===== config.mk =====
export PLATFORM = sky130hd
export DESIGN_NAME = noc_injector
export DESIGN_NICKNAME = d
export VERILOG_FILES = /design/src/rtl/noc_injector.sv
export SDC_FILE = /design/constraint.sdc
export NUM_CORES = 1
export LEC_CHECK = 0
export BUFFER_PORTS_ARGS = -buffer_cell sky130_fd_sc_hd__buf_2
export CAP_MARGIN = 40
export CORE_MARGIN = 2
export CORE_UTILIZATION = 60
export DETAILED_ROUTE_END_ITERATION = 8
export GPL_ROUTABILITY_DRIVEN = 0
export PLACE_DENSITY = 0.86
export SYNTH_ARGS = -nofsm -noshare
export SYNTH_HDL_FRONTEND = slang
export SYNTH_SLANG_ARGS = --single-unit
export TNS_END_PERCENT = 5

===== constraint.sdc =====
create_clock -name clk -period 3.9 [get_ports clk]
set_input_delay 0.78 -clock clk [delete_from_list [all_inputs] [get_ports clk]]
set_output_delay 0.78 -clock clk [all_outputs]
set_load 0.05 [all_outputs]

===== src/rtl/noc_injector.sv =====
// noc_injector: source-side NoC network interface.
// Buffers multiplier result words in a local FIFO and drives them, one per
// cycle, onto an arbiter-tree leaf as {val, addr, data} packets while
// honouring the leaf's stall back-pressure.
// Optional feature macro: NOC_INJ_AUTO_ADDR_EN. When defined, in_addr is
// ignored and an internal wrapping counter supplies each pushed word's address.
module noc_injector #(
   parameter int bit_width    = 16,
   parameter int log_n_add    = 6,
   parameter int ctrl_bit     = 1,
   parameter int log_buff_len = 3
) (
   input  logic                                  clk,
   input  logic                                  rst,
   input  logic                                  in_valid,
   input  logic [bit_width-1:0]                  in_data,
   input  logic [log_n_add-1:0]                  in_addr,
   output logic                                  in_ready,
   output logic [ctrl_bit+log_n_add+bit_width-1:0] pkt,
   input  logic                                  stall,
   output logic [log_buff_len:0]                 level
);

   localparam int DEPTH = 1 << log_buff_len;
   localparam int EW    = log_n_add + bit_width;
   localparam int PW    = ctrl_bit + EW;

   typedef enum logic {
      IDLE = 1'b0,
      SEND = 1'b1
   } state_t;

   logic [EW-1:0]         mem_q [DEPTH];
   logic [log_buff_len:0] wr_ptr_q, wr_ptr_d;
   logic [log_buff_len:0] rd_ptr_q, rd_ptr_d;
   logic [log_buff_len:0] level_q, level_d;
   state_t                state_q;
   logic [PW-1:0]         pkt_q;

   logic                  fifo_full;
   logic                  fifo_empty;
   logic                  push;
   logic                  pop;
   logic [log_n_add-1:0]  push_addr;
   logic [EW-1:0]         head;

   // Full/empty from registered pointers only, so in_ready never depends on stall.
   assign fifo_empty = (wr_ptr_q == rd_ptr_q);
   assign fifo_full  = (wr_ptr_q[log_buff_len] != rd_ptr_q[log_buff_len]) &&
                       (wr_ptr_q[log_buff_len-1:0] == rd_ptr_q[log_buff_len-1:0]);
   assign in_ready   = !fifo_full;

   // A pop feeds pkt: from IDLE whenever data waits, from SEND only once the
   // current packet is consumed.
   assign push = in_valid && !fifo_full;
   assign pop  = !fifo_empty && ((state_q == IDLE) || !stall);
   assign head = mem_q[rd_ptr_q[log_buff_len-1:0]];

`ifdef NOC_INJ_AUTO_ADDR_EN
   logic [log_n_add-1:0] addr_cnt_q;
   logic                 unused_in_addr;

   assign unused_in_addr = ^in_addr;
   assign push_addr      = addr_cnt_q;

   // Striding address counter: advances on every accepted word, wraps naturally.
   always_ff @(posedge clk) begin
      if (rst) begin
         addr_cnt_q <= '0;
      end else if (push) begin
         addr_cnt_q <= addr_cnt_q + 1'b1;
      end
   end
`else
   assign push_addr = in_addr;
`endif

   // Next pointer and occupancy values from this cycle's push/pop decisions.
   always_comb begin
      // NOTE: every signal gets a default first so no path can infer a latch.
      wr_ptr_d = wr_ptr_q;
      rd_ptr_d = rd_ptr_q;
      level_d  = level_q;
      if (push) wr_ptr_d = wr_ptr_q + 1'b1;
      if (pop)  rd_ptr_d = rd_ptr_q + 1'b1;
      case ({push, pop})
         2'b10:   level_d = level_q + 1'b1;
         2'b01:   level_d = level_q - 1'b1;
         default: level_d = level_q;
      endcase
   end

   // Pointer and occupancy registers.
   always_ff @(posedge clk) begin
      // NOTE: sequential state uses non-blocking assignments so every register
      // samples pre-edge values regardless of statement order.
      if (rst) begin
         wr_ptr_q <= '0;
         rd_ptr_q <= '0;
         level_q  <= '0;
      end else begin
         wr_ptr_q <= wr_ptr_d;
         rd_ptr_q <= rd_ptr_d;
         level_q  <= level_d;
      end
   end

   // FIFO storage write port.
   always_ff @(posedge clk) begin
      // NOTE: the storage array is deliberately not reset; the pointers alone
      // define which entries are valid, and this lets it map onto RAM.
      if (!rst && push) begin
         mem_q[wr_ptr_q[log_buff_len-1:0]] <= {push_addr, in_data};
      end
   end

   // Output packet FSM: loads the FIFO head, holds it under stall, clears when drained.
   always_ff @(posedge clk) begin
      if (rst) begin
         state_q <= IDLE;
         pkt_q   <= '0;
      end else begin
         case (state_q)
            IDLE: begin
               if (!fifo_empty) begin
                  pkt_q   <= {ctrl_bit'(1), head};
                  state_q <= SEND;
               end
            end
            SEND: begin
               if (!stall) begin
                  if (!fifo_empty) begin
                     pkt_q <= {ctrl_bit'(1), head};
                  end else begin
                     pkt_q   <= '0;
                     state_q <= IDLE;
                  end
               end
            end
            default: begin
               pkt_q   <= '0;
               state_q <= IDLE;
            end
         endcase
      end
   end

   assign pkt   = pkt_q;
   assign level = level_q;

endmodule


; ---- Word-level counts from Yosys, hierarchy flattened
; Memory sizes are Yosys's and may differ from the RTL's. A register that Yosys moved wholly into a read port is not among the register bits.
; Index checks and enable logic that the tools add are counted.
[totals]
reg_bits = 36
latchBits = 0
ram_bits = 176
mem_bits_ro = 0
in_bits = 26
output_inout_bits = 28
elab_cells = 41
n_memories = 1
[classes]
n_addsub = 4
multipliers = 0
div = 0
magnitude_cmp = 0
n_eq_ne = 7
shifts = 0
n_mux = 12
bitwise = 1
n_reduce_logical = 11
[memory_table]
columns = memory, depth, word_bits, read_ports, rd_ports_with_merged_regs, wr, line_no
row1 = mem_q, 8, 22, 1, 1, 1, 33  ; logic [EW-1:0] mem_q [DEPTH];
[op_table]
columns = operator, n
row1 = 2-to-1 mux 23 bit, 3
row2 = one-hot mux 23 bit (2 select lines), 1
row3 = adder 4 x 1 -> 4 bit (second input constant), 3
row4 = one-hot mux 4 bit (2 select lines), 1
row5 = 2-to-1 mux 3 bit, 2
row6 = == test 4 bit, 1
row7 = logical AND 1 bit, 4
row8 = zero test 1 bit, 4
row9 = 2-to-1 mux 1 bit, 4
row10 = != test 2 bit (second input constant), 2
row11 = subtractor 4 x 1 -> 4 bit (second input constant), 1
row12 = == test 3 bit, 1
row13 = == test 2 x 1 -> 1 bit (second input constant), 1
row14 = == test 2 bit (second input constant), 1
row15 = one-hot mux 1 bit (2 select lines), 1
row16 = AND reduction 2 bit, 1
row17 = nonzero test 2 bit, 1
row18 = logical OR 1 bit, 1
row19 = != test 1 bit, 1
row20 = NOT 1 bit, 1

; ---- Longest topological paths before layout
; Gate-level depths: netlist of the first run.
[depth]
word_depth = 7
depth_mapped = 12
depth_no_buf = 10

; ---- Worst setup path before layout of the first run
; OpenSTA, ideal clock, no wires.
[synth_path]
path_type = input to register
start = input port rst
end = memory mem_q[4][0] (netlist name) (enable)
setup_time_ns = 0.429
t_arrival_ns = 2.764
required_ns = 3.471
path_slack_ns = 0.708
cell_stages = 3
path_buffers = 1
cell_sequence = clkbuf_1 > nand3b_1 > nor3_1
[synth_via]
elab_chain_cells = 4
[synth_lines]
columns = item, line_no
row1 = from (decl), 14  ; input logic rst,
row2 = zero test 1 bit, 112  ; if (!rst && push) begin
row3 = logical AND 1 bit, 112
row4 = 2-to-1 mux 1 bit, 112
row5 = 2-to-1 mux 1 bit (implied by the code), 113  ; mem_q[wr_ptr_q[log_buff_len-1:0]] <= {push_addr, in_data};
row6 = to (decl), 33
; Every way passes these cells.

; ---- Final worst setup path of the first run
[layout_path]
start = register wr_ptr_q[0]
end = register level_q[3] (netlist: level[3])
[layout_via]
word_cells_on_any_way = 11
classes_between = eq/ne (4) / mux (1) / reduce/logical (6)
[layout_rtl]
columns = item, line_no
row1 = from (decl), 34  ; logic [log_buff_len:0] wr_ptr_q, wr_ptr_d;
row2 = from (signal assigned), 102  ; wr_ptr_q <= wr_ptr_d;
row3 = == test 4 bit (*), 48  ; assign fifo_empty = (wr_ptr_q == rd_ptr_q);
row4 = zero test 1 bit (*), -
row5 = logical AND 1 bit (*), 56  ; assign pop = !fifo_empty && ((state_q == IDLE) || !stall);
row6 = via pop, 43  ; logic pop;
row7 = == test 2 x 1 -> 1 bit or == test 2 bit (tied branches), 86  ; case ({push, pop})
row8 = one-hot mux 4 bit (2 select lines) or nonzero test 2 bit (tied branches), -
row9 = to (signal assigned), 104  ; level_q <= level_d;
row10 = to (decl), 36  ; logic [log_buff_len:0] level_q, level_d;
; Mark *: on every way through the listed nets, which the timed path passes. The rest lies on a longest branch.
; A chain may end at the register's enable or synchronous reset.

==> results of run 1 <==
-- per-layer routing --
metal  GRT usage  vias to the layer above
met1      0.2903                     2058
met4     0.08549                        0
met2      0.3880                      165
li1            -                     1798
met3     0.05169                       34
met5     0.01471                        -
-- sequential cells by signal (all words and copies together) (netlist names), named ones only --
register and cells:
level 4, state_q 1, wr_ptr_q 4, pkt 23, mem_q 176, rd_ptr_q 4
-- worst max-delay path, delay by kind of cell (launching register included) --
family                   cells  cell delay, ns
AND/OR/NAND/NOR              1            0.47
XOR/XNOR                     1            0.18
buffers and inverters        1            0.10
AO/OA/AOI/OAI                4            1.11
flip-flops                   1            0.55
adder cells (fa/ha/maj)      2            0.57
-- final cells by class --
type	instances	area, µm²	share of cell area
Clock buffer	31	625.6	0.06632
Sequential cell	215	6068	0.6433
Inverter	8	30.03	0.003183
Clock inverter	6	56.30	0.005969
Multi-Input combinational cell	163	2039	0.2162
Tap cell	176	220.2	0.02335
Antenna cell	1	2.502	0.0002653
Timing Repair Buffer	67	390.4	0.04138
-- cells by family (layout without fill, tap and decap cells) --
family,count (synthesis),after routing,synth area share
buffers and inverters,30,112,0.02168
other,0,1,0
AO/OA/AOI/OAI,42,42,0.04048
AND/OR/NAND/NOR,38,38,0.02304
XOR/XNOR,9,9,0.01137
adder cells (fa/ha/maj),6,6,0.01001
multiplexers,68,68,0.1584
flip-flops,215,215,0.7350
-- worst max-delay path by stage --
stage                                   from  cells past startpoint                    end  slack [ns]
CTS                 wr_ptr_q[0]$_SDFFE_PP0P_                      9  level[3]$_SDFFE_PP0P_        0.85
global route        wr_ptr_q[0]$_SDFFE_PP0P_                      9  level[3]$_SDFFE_PP0P_        0.62
floorplan                                rst                      3  mem_q[4][0]$_DFFE_PP_        0.71
detailed placement  wr_ptr_q[0]$_SDFFE_PP0P_                      9  level[3]$_SDFFE_PP0P_        0.87
finish              wr_ptr_q[0]$_SDFFE_PP0P_                      9  level[3]$_SDFFE_PP0P_        0.83
global placement    wr_ptr_q[1]$_SDFFE_PP0P_                      9  level[3]$_SDFFE_PP0P_        1.06
-- power by group through the flow --
stage                     clock network [µW]  registers (µW)  logic (µW)
after CTS                               2010            2800        1520
final                                   1970            2800        1510
after detailed placement                   0            2840        1490
after global placement                     0            2850        1410
after global routing                    2090            2820        1600
after floorplan                            0            3180         827
-- through the flow --
stage	cells	area, µm²	setup WS [ns]	total power [µW]	utilization
after CTS	666	9430	0.8537	6326	0.7065
after detailed placement	629	8748	0.8747	4336	0.6554
after floorplan	408	8253	0.7077	4004	-
final	667	9433	0.8269	6273	0.7067
after global placement	628	8721	1.060	4269	0.6534
after global routing	666	9430	0.6239	6514	0.7065
-- placed cells by master, fill, tap and decap left out, types with 3 or more instances in the layout --
cell / instances
mux2_2: 22
xor2_1: 5
buf_2: 53
a21oi_1: 11
clkbuf_1: 6
nor2_2: 6
edfxtp_1: 176
a22o_1: 22
nand2_1: 3
nand3_1: 3
dfxtp_1: 37
clkbuf_16: 23
mux4_2: 31
mux4_1: 13
clkinv_2: 3
ha_1: 5
nor2_1: 12
buf_4: 13
inv_1: 8
o21ai_0: 3
==> results.toml, run 1 <==
[die]
initial_core_util = 0.6183
fp.coreArea_um2 = 13350
die-area_um2 = 14710
num_rows = 42
die_x_um = 121.3
ioPinCount = 54
die_h_um = 121.3

[layout]
drive_above_1_share = 0.3408
final_nets = 508
syn_to_final_growth_pct = 14.30
fill_cells = 800

[cts]
numClockSinks = 215
cts_buffers = 21
cts_tree = "built"
worstSkewPairLatency_ns = 0.48
cts_setup_buffers = 0
clk_pin_slew_ns = 0.06
h-tree-depth = 1
cts_buffer_depth = 3
cts-root-buf = "clkbuf_16"
cts_hold_buf = 0
cts_resized = 0

[logic_synthesis]
netlist.area_leader.share = 0.6404
ys_ff_latch = 215
syn_area_um2 = 8253
ys.flop_type = "edfxtp_1"
synthTopCellsByCount = "edfxtp_1, dfxtp_1, mux4_2"
yosysUniqueCellTypes = 37
synth_cells = 408
synth_edf_count = 176
syn_nets = 440
syn_area_per_cell_um2 = 20.23
yosys-top-cells-area = "edfxtp_1, dfxtp_1, mux4_2"
yosys.area.top_type = "edfxtp_1"
post-synth-top-count-cell = "edfxtp_1"
ys_async_sr_fraction = 0
synth_warnings = 0
seq_area_frac_synth = 0.7350

[setup_path]
path_cells = "xor2_2 > o41ai_4 > inv_1 > ha_1 > ha_1 > a21oi_1 > a21oi_1 > or4_1 > a21oi_1"
critPathMaxStageDelay_ns = 0.60
r2r_slack_ns = 0.83
critPathMostFrequentCell = "a21oi_1"
critPathKind = "flop to flop"
end_kind = "flop"
arrival_ns = 3.48
cp-start-kind = "flop"
required_ns = 4.31
reg2regPathDepth = 9
timing.rr.end = "level[3]$_SDFFE_PP0P_"
crit_fanout = 9
slowest_stage = "o41ai_4"
worstReg2RegStart = "wr_ptr_q[0]$_SDFFE_PP0P_"

[power_and_ir_drop]
powerDensity_nw_per_um2 = 665.0
clkPwrFrac = 0.314
p_sw_frac = 0.2962
combPwrFrac = 0.240
p_leak_uw = 0.003233
ir_drop_mv = 0.5431
p_int_uw = 4415
seqPwrFrac = 0.446
power.switching_uw = 1858

[timing]
worstMarginPinSlew_ns = 0.7245
rsz0062_at_grt = "no"
skew_ns = 0.005993
clock.fmax_ghz = 0.3254
max_slew_margin = 0.5159
whs_ns = 0.4722
tns_ns = 0
period_share = 0.7880
fin_crit_ns = 3.073
setup-violations-final = 0
hold_viol = 0
maxSlewViolCount = 0

[routing]
postRouteAntennaNets = 0
wl_met2_um = 8245
wl_met1_um = 6002
vias = 4055
post-route-drc-count = 0
viasPerCell = 6.079
routed_wl_um = 15940
avgRoutedWirePerCell_um = 23.90
dr.pass1.iters = 4
top_layer = "met4"
route.met3.wl_um = 1203
detail_route.iter0.violations = 340

[global_routing]
grt_pass1_vias = 4372
grt_overflow = 0
antenna_found_initial = 0
grt_max_degree = 28
grt_pass1_wl_um = 24610
grtUsageTotal = 0.2288

[hold_path]
min-delay-start = "pkt[1]$_SDFFE_PP0P_"
hold-path-endpoint = "pkt[1]$_SDFFE_PP0P_"
hp-class = "flop to flop"
hold_path_depth = 1

[placed_design]
portBuffers = 53
hpwl_um = 9058

[run]
maxCapViolations = 0

[run_status]
status = "completed"
Note: power is estimated with default switching activity, not from simulation.
==> run 2, diff against run 1 <==
- clock period: 3.9 -> 3.03 ns (I/O delays scaled with it)
==> run 2 against run 1 <==
Against the previous run: combinational power grew 29%; highest routed layer is now met5; cell count grew 0.60%; utilization grew 0.61 points; largest power group unchanged; clock skew grew 0.011 ns; critical path depth is the same; clock power grew 32%.
==> results.toml, run 2 (synthesis results as in run 1) <==
[run_status]
status = "completed"

[setup_path]
critPathMostFrequentCell = "a21oi_1"
critPathMaxStageDelay_ns = 0.57
r2r_slack_ns = 0.30
end_kind = "flop"
slowest_stage = "dfxtp_1"
reg2regPathDepth = 9
path_cells = "xor2_2 > o41ai_4 > inv_1 > ha_1 > ha_1 > a21oi_1 > a21oi_1 > or4_1 > a21oi_1"
required_ns = 3.44
timing.rr.end = "level[3]$_SDFFE_PP0P_"
cp-start-kind = "flop"
arrival_ns = 3.14
critPathKind = "flop to flop"
worstReg2RegStart = "wr_ptr_q[1]$_SDFFE_PP0P_"
crit_fanout = 9

[power_and_ir_drop]
power.switching_uw = 2402
p_int_uw = 5726
seqPwrFrac = 0.440
powerDensity_nw_per_um2 = 854.3
ir_drop_mv = 0.7045
p_leak_uw = 0.003257
p_sw_frac = 0.2955
clkPwrFrac = 0.320
combPwrFrac = 0.239

[timing]
fin_crit_ns = 2.733
max_slew_margin = 0.4876
clock.fmax_ghz = 0.3658
worstMarginPinSlew_ns = 0.7668
tns_ns = 0
skew_ns = 0.01737
hold_viol = 0
maxSlewViolCount = 0
setup-violations-final = 0
rsz0062_at_grt = "no"
whs_ns = 0.3829
period_share = 0.9021

[routing]
top_layer = "met5"
wl_met1_um = 5812
viasPerCell = 6.072
routed_wl_um = 15850
dr.pass1.iters = 4
route.met3.wl_um = 1281
vias = 4074
detail_route.iter0.violations = 456
avgRoutedWirePerCell_um = 23.62
post-route-drc-count = 0
postRouteAntennaNets = 0
wl_met2_um = 8295

[die]
die_x_um = 121.3
die_h_um = 121.3
ioPinCount = 54
initial_core_util = 0.6183
fp.coreArea_um2 = 13350
die-area_um2 = 14710
num_rows = 42

[layout]
final_cells = 671
syn_to_final_growth_pct = 15.28
fin_area_um2 = 9514
largest_reg_flops = 176
fill_cells = 778
utilization = 0.7128
final_common_cell = "edfxtp_1"
final_nets = 511
final_cell_mix = "edfxtp_1, buf_2, dfxtp_1, mux4_2"
drive_above_1_share = 0.3462

[cts]
numClockSinks = 215
clk_pin_slew_ns = 0.07
cts_buffers = 21
cts_buffer_depth = 3
cts-root-buf = "clkbuf_16"
cts_tree = "built"
worstSkewPairLatency_ns = 0.49
cts_hold_buf = 0
cts_resized = 0
cts_setup_buffers = 0
h-tree-depth = 1

[run]
maxCapViolations = 0

[global_routing]
grt_pass1_vias = 4412
antenna_found_initial = 2
grt_pass1_wl_um = 24340
grt_max_degree = 33
grt_overflow = 0
grtUsageTotal = 0.2243

[placed_design]
postPlaceCellArea_um2 = 8820
portBuffers = 53
hpwl_um = 8942
place_inst = 632

[hold_path]
hold-path-endpoint = "mem_q[5][16]$_DFFE_PP_"
min-delay-start = "in_addr[0]"
hold_path_depth = 1
hp-class = "primary input to flop"
==> run 2: cell types whose count changed in the layout (fill, tap and decap cells not counted), sizes merged <==
cell | before | now
clkbuf | 31 | 26
buf | 67 | 70
clkinv | 4 | 7
bufinv | 1 | 3
inv | 8 | 9
==> run 2: area by class of cell <==
| cell class | instances | area, µm² | share of cell area |
|---|---|---|---|
| sequential | 215 | 6068 | 0.6378 |
| multi-input combinational | 163 | 2046 | 0.2150 |
| clock buffer | 26 | 554.3 | 0.05826 |
| timing repair buffer | 70 | 455.4 | 0.04787 |
| tap | 176 | 220.2 | 0.02315 |
| clock inverter | 12 | 137.6 | 0.01447 |
| inverter | 8 | 30.03 | 0.003156 |
| antenna | 1 | 2.502 | 0.0002630 |
==> run 2: metal layers <==
layer | global-route usage | vias up
met5 | 0 | -
met2 | 0.3848 | 169
met3 | 0.04605 | 35
met1 | 0.2878 | 2064
met4 | 0.07759 | 2
li1 | - | 1804
==> run 2: worst max-delay path by stage <==
| stage | startpoint | end | slack [ns] | cells after the start |
|---|---|---|---|---|
| global placement | wr_ptr_q[1]$_SDFFE_PP0P_ | level[3]$_SDFFE_PP0P_ | 0.47 | 9 |
| CTS | wr_ptr_q[1]$_SDFFE_PP0P_ | level[3]$_SDFFE_PP0P_ | 0.30 | 9 |
| global route | wr_ptr_q[1]$_SDFFE_PP0P_ | level[3]$_SDFFE_PP0P_ | 0.11 | 9 |
| finish | wr_ptr_q[1]$_SDFFE_PP0P_ | level[3]$_SDFFE_PP0P_ | 0.30 | 9 |
| floorplan | wr_ptr_q[0]$_SDFFE_PP0P_ | mem_q[0][0]$_DFFE_PP_ | -0.12 | 6 |
| detailed placement | wr_ptr_q[1]$_SDFFE_PP0P_ | level[3]$_SDFFE_PP0P_ | 0.32 | 9 |
==> run 2: power groups by stage <==
stage / Clock, µW / Sequential (µW) / Combinational, µW
after global routing: 2760 / 3610 / 2070
final: 2600 / 3580 / 1950
after detailed placement: 0 / 3640 / 1950
after floorplan: 0 / 4090 / 1060
after global placement: 0 / 3630 / 1890
after CTS: 2640 / 3580 / 1970
==> run 2: worst max-delay path, delay by kind of cell, from the launching register on <==
| family | cells | cell delay (ns) |
|---|---|---|
| AO/OA/AOI/OAI | 4 | 0.79 |
| flip-flops | 1 | 0.57 |
| adder cells (fa/ha/maj) | 2 | 0.56 |
| AND/OR/NAND/NOR | 1 | 0.47 |
| XOR/XNOR | 1 | 0.19 |
| buffers and inverters | 1 | 0.08 |
==> run 2: metrics by stage <==
stage               setup WS, ns  total power [µW]
floorplan                -0.1229              5154
global placement          0.4675              5517
detailed placement        0.3193              5590
CTS                       0.2975              8191
global route              0.1103              8438
finish                    0.2965              8128
==> run 3, diff against run 2 <==
- ABC_AREA: not set -> 1
==> run 3 against run 2 <==
Against the previous run: clock skew is 0.0055 ns lower; setup slack better by 0.40 ns; area after synthesis is 15% higher; final area is 12% higher; maximum frequency is 17% higher; sequential share of layout area is 6.7 points lower; hold slack worse by 0.0055 ns; combinational power is 66% higher; die area is 15% higher; largest power group unchanged.
==> results.toml, run 3 <==
[routing]
avgRoutedWirePerCell_um = 15.18
vias = 6557
post-route-drc-count = 0
postRouteAntennaNets = 0
dr.pass1.iters = 7
routed_wl_um = 19340
detail_route.iter0.violations = 659
viasPerCell = 5.147

[power_and_ir_drop]
totalPowerFinal_uw = 9339
p_leak_uw = 0.004841
ir_drop_mv = 0.6051
powerDensity_nw_per_um2 = 878.4

[global_routing]
grt_overflow = 0
grtUsageTotal = 0.2346
grt_pass1_vias = 6233
grt_pass1_wl_um = 30770
antenna_found_initial = 0
grt_max_degree = 89

[cts]
cts_resized = 0
clk_pin_slew_ns = 0.06
h-tree-depth = 1
cts_tree = "built"
numClockSinks = 215
cts-root-buf = "clkbuf_16"
cts_setup_buffers = 0
cts_hold_buf = 0
cts_buffers = 22
worstSkewPairLatency_ns = 0.50
cts_buffer_depth = 3

[logic_synthesis]
synth_edf_count = 176
synthAdderAreaFrac = 0.008697
muxShareOfSynthArea = 0
ys.flop_type = "edfxtp_1"
post-synth-top-count-cell = "nand2_1"
synthTopCellsByCount = "nand2_1, inv_1, edfxtp_1"
netlist.area_leader.share = 0.5566
synth_warnings = 0
yosys-top-cells-area = "edfxtp_1, nand2_1, dfxtp_1"
synth_top_family_by_area = "simple AND/OR/NAND/NOR gates"
syn_area_um2 = 9495
syn_nets = 1029
ys_async_sr_fraction = 0
synth_compound_area_frac = 0.02570
yosys.area_share.simple = 0.2152
yosys.area.top_type = "edfxtp_1"
synth_xor_area_frac = 0.007379
seq_area_frac_synth = 0.6388
yosysUniqueCellTypes = 27
syn_area_per_cell_um2 = 9.524
ys_ff_latch = 215
synth_cells = 997

[timing]
hold_viol = 0
period_share = 0.7709
skew_ns = 0.01185
setup-violations-final = 0
worstMarginPinSlew_ns = 0.9073
rsz0062_at_grt = "no"
maxSlewViolCount = 0
fin_crit_ns = 2.336
max_slew_margin = 0.3944
clock.fmax_ghz = 0.4281

[die]
die_x_um = 129.8
ioPinCount = 54
die_h_um = 129.8
die-area_um2 = 16850
num_rows = 45
initial_core_util = 0.6200
fp.coreArea_um2 = 15310

[layout]
final_common_cell = "nand2_1"
antennaDiodeCount = 0
final_nets = 1079
drive_above_1_share = 0.1261
utilization = 0.6942
syn_to_final_growth_pct = 11.96
largest_reg_flops = 176
final_cell_mix = "nand2_1, inv_1, edfxtp_1, nand3_1, buf_2"
final_cells = 1274
fill_cells = 1077

[run]
maxCapViolations = 0

[placed_design]
place_inst = 1234
hpwl_um = 11570
portBuffers = 53

[run_status]
status = "completed"

[hold_path]
hp-class = "primary input to flop"
hold_path_depth = 1

[setup_path]
cp-start-kind = "flop"
arrival_ns = 2.69
crit_fanout = 10
critPathKind = "flop to flop"
end_kind = "flop"
required_ns = 3.38
reg2regPathDepth = 13
[run 3: cell types whose count changed after synthesis, sizes merged, moves of 3 or more]
cell / before / now
buf: 13 / 24
mux4: 44 / 0
clkbuf: 9 / 19
mux2: 22 / 0
nand3: 3 / 120
a21oi: 11 / 31
inv: 8 / 195
xor2: 7 / 4
o21ai: 3 / 8
nand2: 3 / 347
a22o: 22 / 0
[run 3: final timing paths]
check / start / endpoint / slack (ns)
setup / recovery: wr_ptr_q[1]$_SDFFE_PP0P_ / level[3]$_SDFFE_PP0P_ / 0.69
hold / removal: in_data[6] / mem_q[6][6]$_DFFE_PP_ / 0.38
setup reg to reg: wr_ptr_q[1]$_SDFFE_PP0P_ / level[3]$_SDFFE_PP0P_ / 0.69
hold reg to reg: pkt[22]$_SDFFE_PP0P_ / pkt[22]$_SDFFE_PP0P_ / 0.47
[run 3: logic make-up after synthesis]
| kind of cell | Yosys count |
|---|---|
| flops | 215 |
| simple gates | 490 |
| xor+xnor | 8 |
| fa+ha+maj | 6 |
| buf+inv | 239 |
| compound gates | 39 |
[run 3: area by class of cell]
type / count / area [µm²] / area share
clock buffer: 27 / 590.6 / 0.05555
timing repair buffer: 69 / 417.9 / 0.03931
clock inverter: 13 / 86.33 / 0.008121
inverter: 196 / 735.7 / 0.06920
tap: 211 / 264.0 / 0.02483
sequential: 215 / 6067 / 0.5707
multi-input combinational: 543 / 2470 / 0.2323
[run 3: power by group]
part | total [µW] | switching (µW) | internal, µW
combinational | 3240 | 2340 | 902
clock | 2530 | 1060 | 1460
sequential | 3570 | 133 | 3440
[run 3: critical path: stages (launching register included)]
cell,delay (ns)
dfxtp_1,0.48
inv_2,0.09
nand2_1,0.07
nand2_1,0.08
nor2_4,0.10
nand3_2,0.11
nand2_2,0.23
ha_1,0.28
ha_1,0.29
a21oi_1,0.14
nand2_1,0.08
xnor2_1,0.12
nand2_1,0.06
a21oi_1,0.05
[run 3: metrics by stage]
step / worst slack, ns / hold slack (ns) / cell area [µm²] / TNS, ns
2_1_floorplan: -0.01486 / 0.4673 / 9495 / -1.304
3_5_place_dp: 0.6402 / 0.4594 / 9955 / 0
3_3_place_gp: 0.7393 / 0.4532 / 9927 / 0
5_1_grt: 0.4677 / 0.3762 / 10630 / 0
4_1_cts: 0.6836 / 0.3642 / 10630 / 0
6_report: 0.6942 / 0.3774 / 10630 / 0
[run 3: routing by layer]
metal / GRT usage / share of wire
met1: 0.3120 / 0.41
met2: 0.4059 / 0.50
met3: 0.03444 / 0.074
met4: 0.06768 / 0.018
met5: 0 / 0
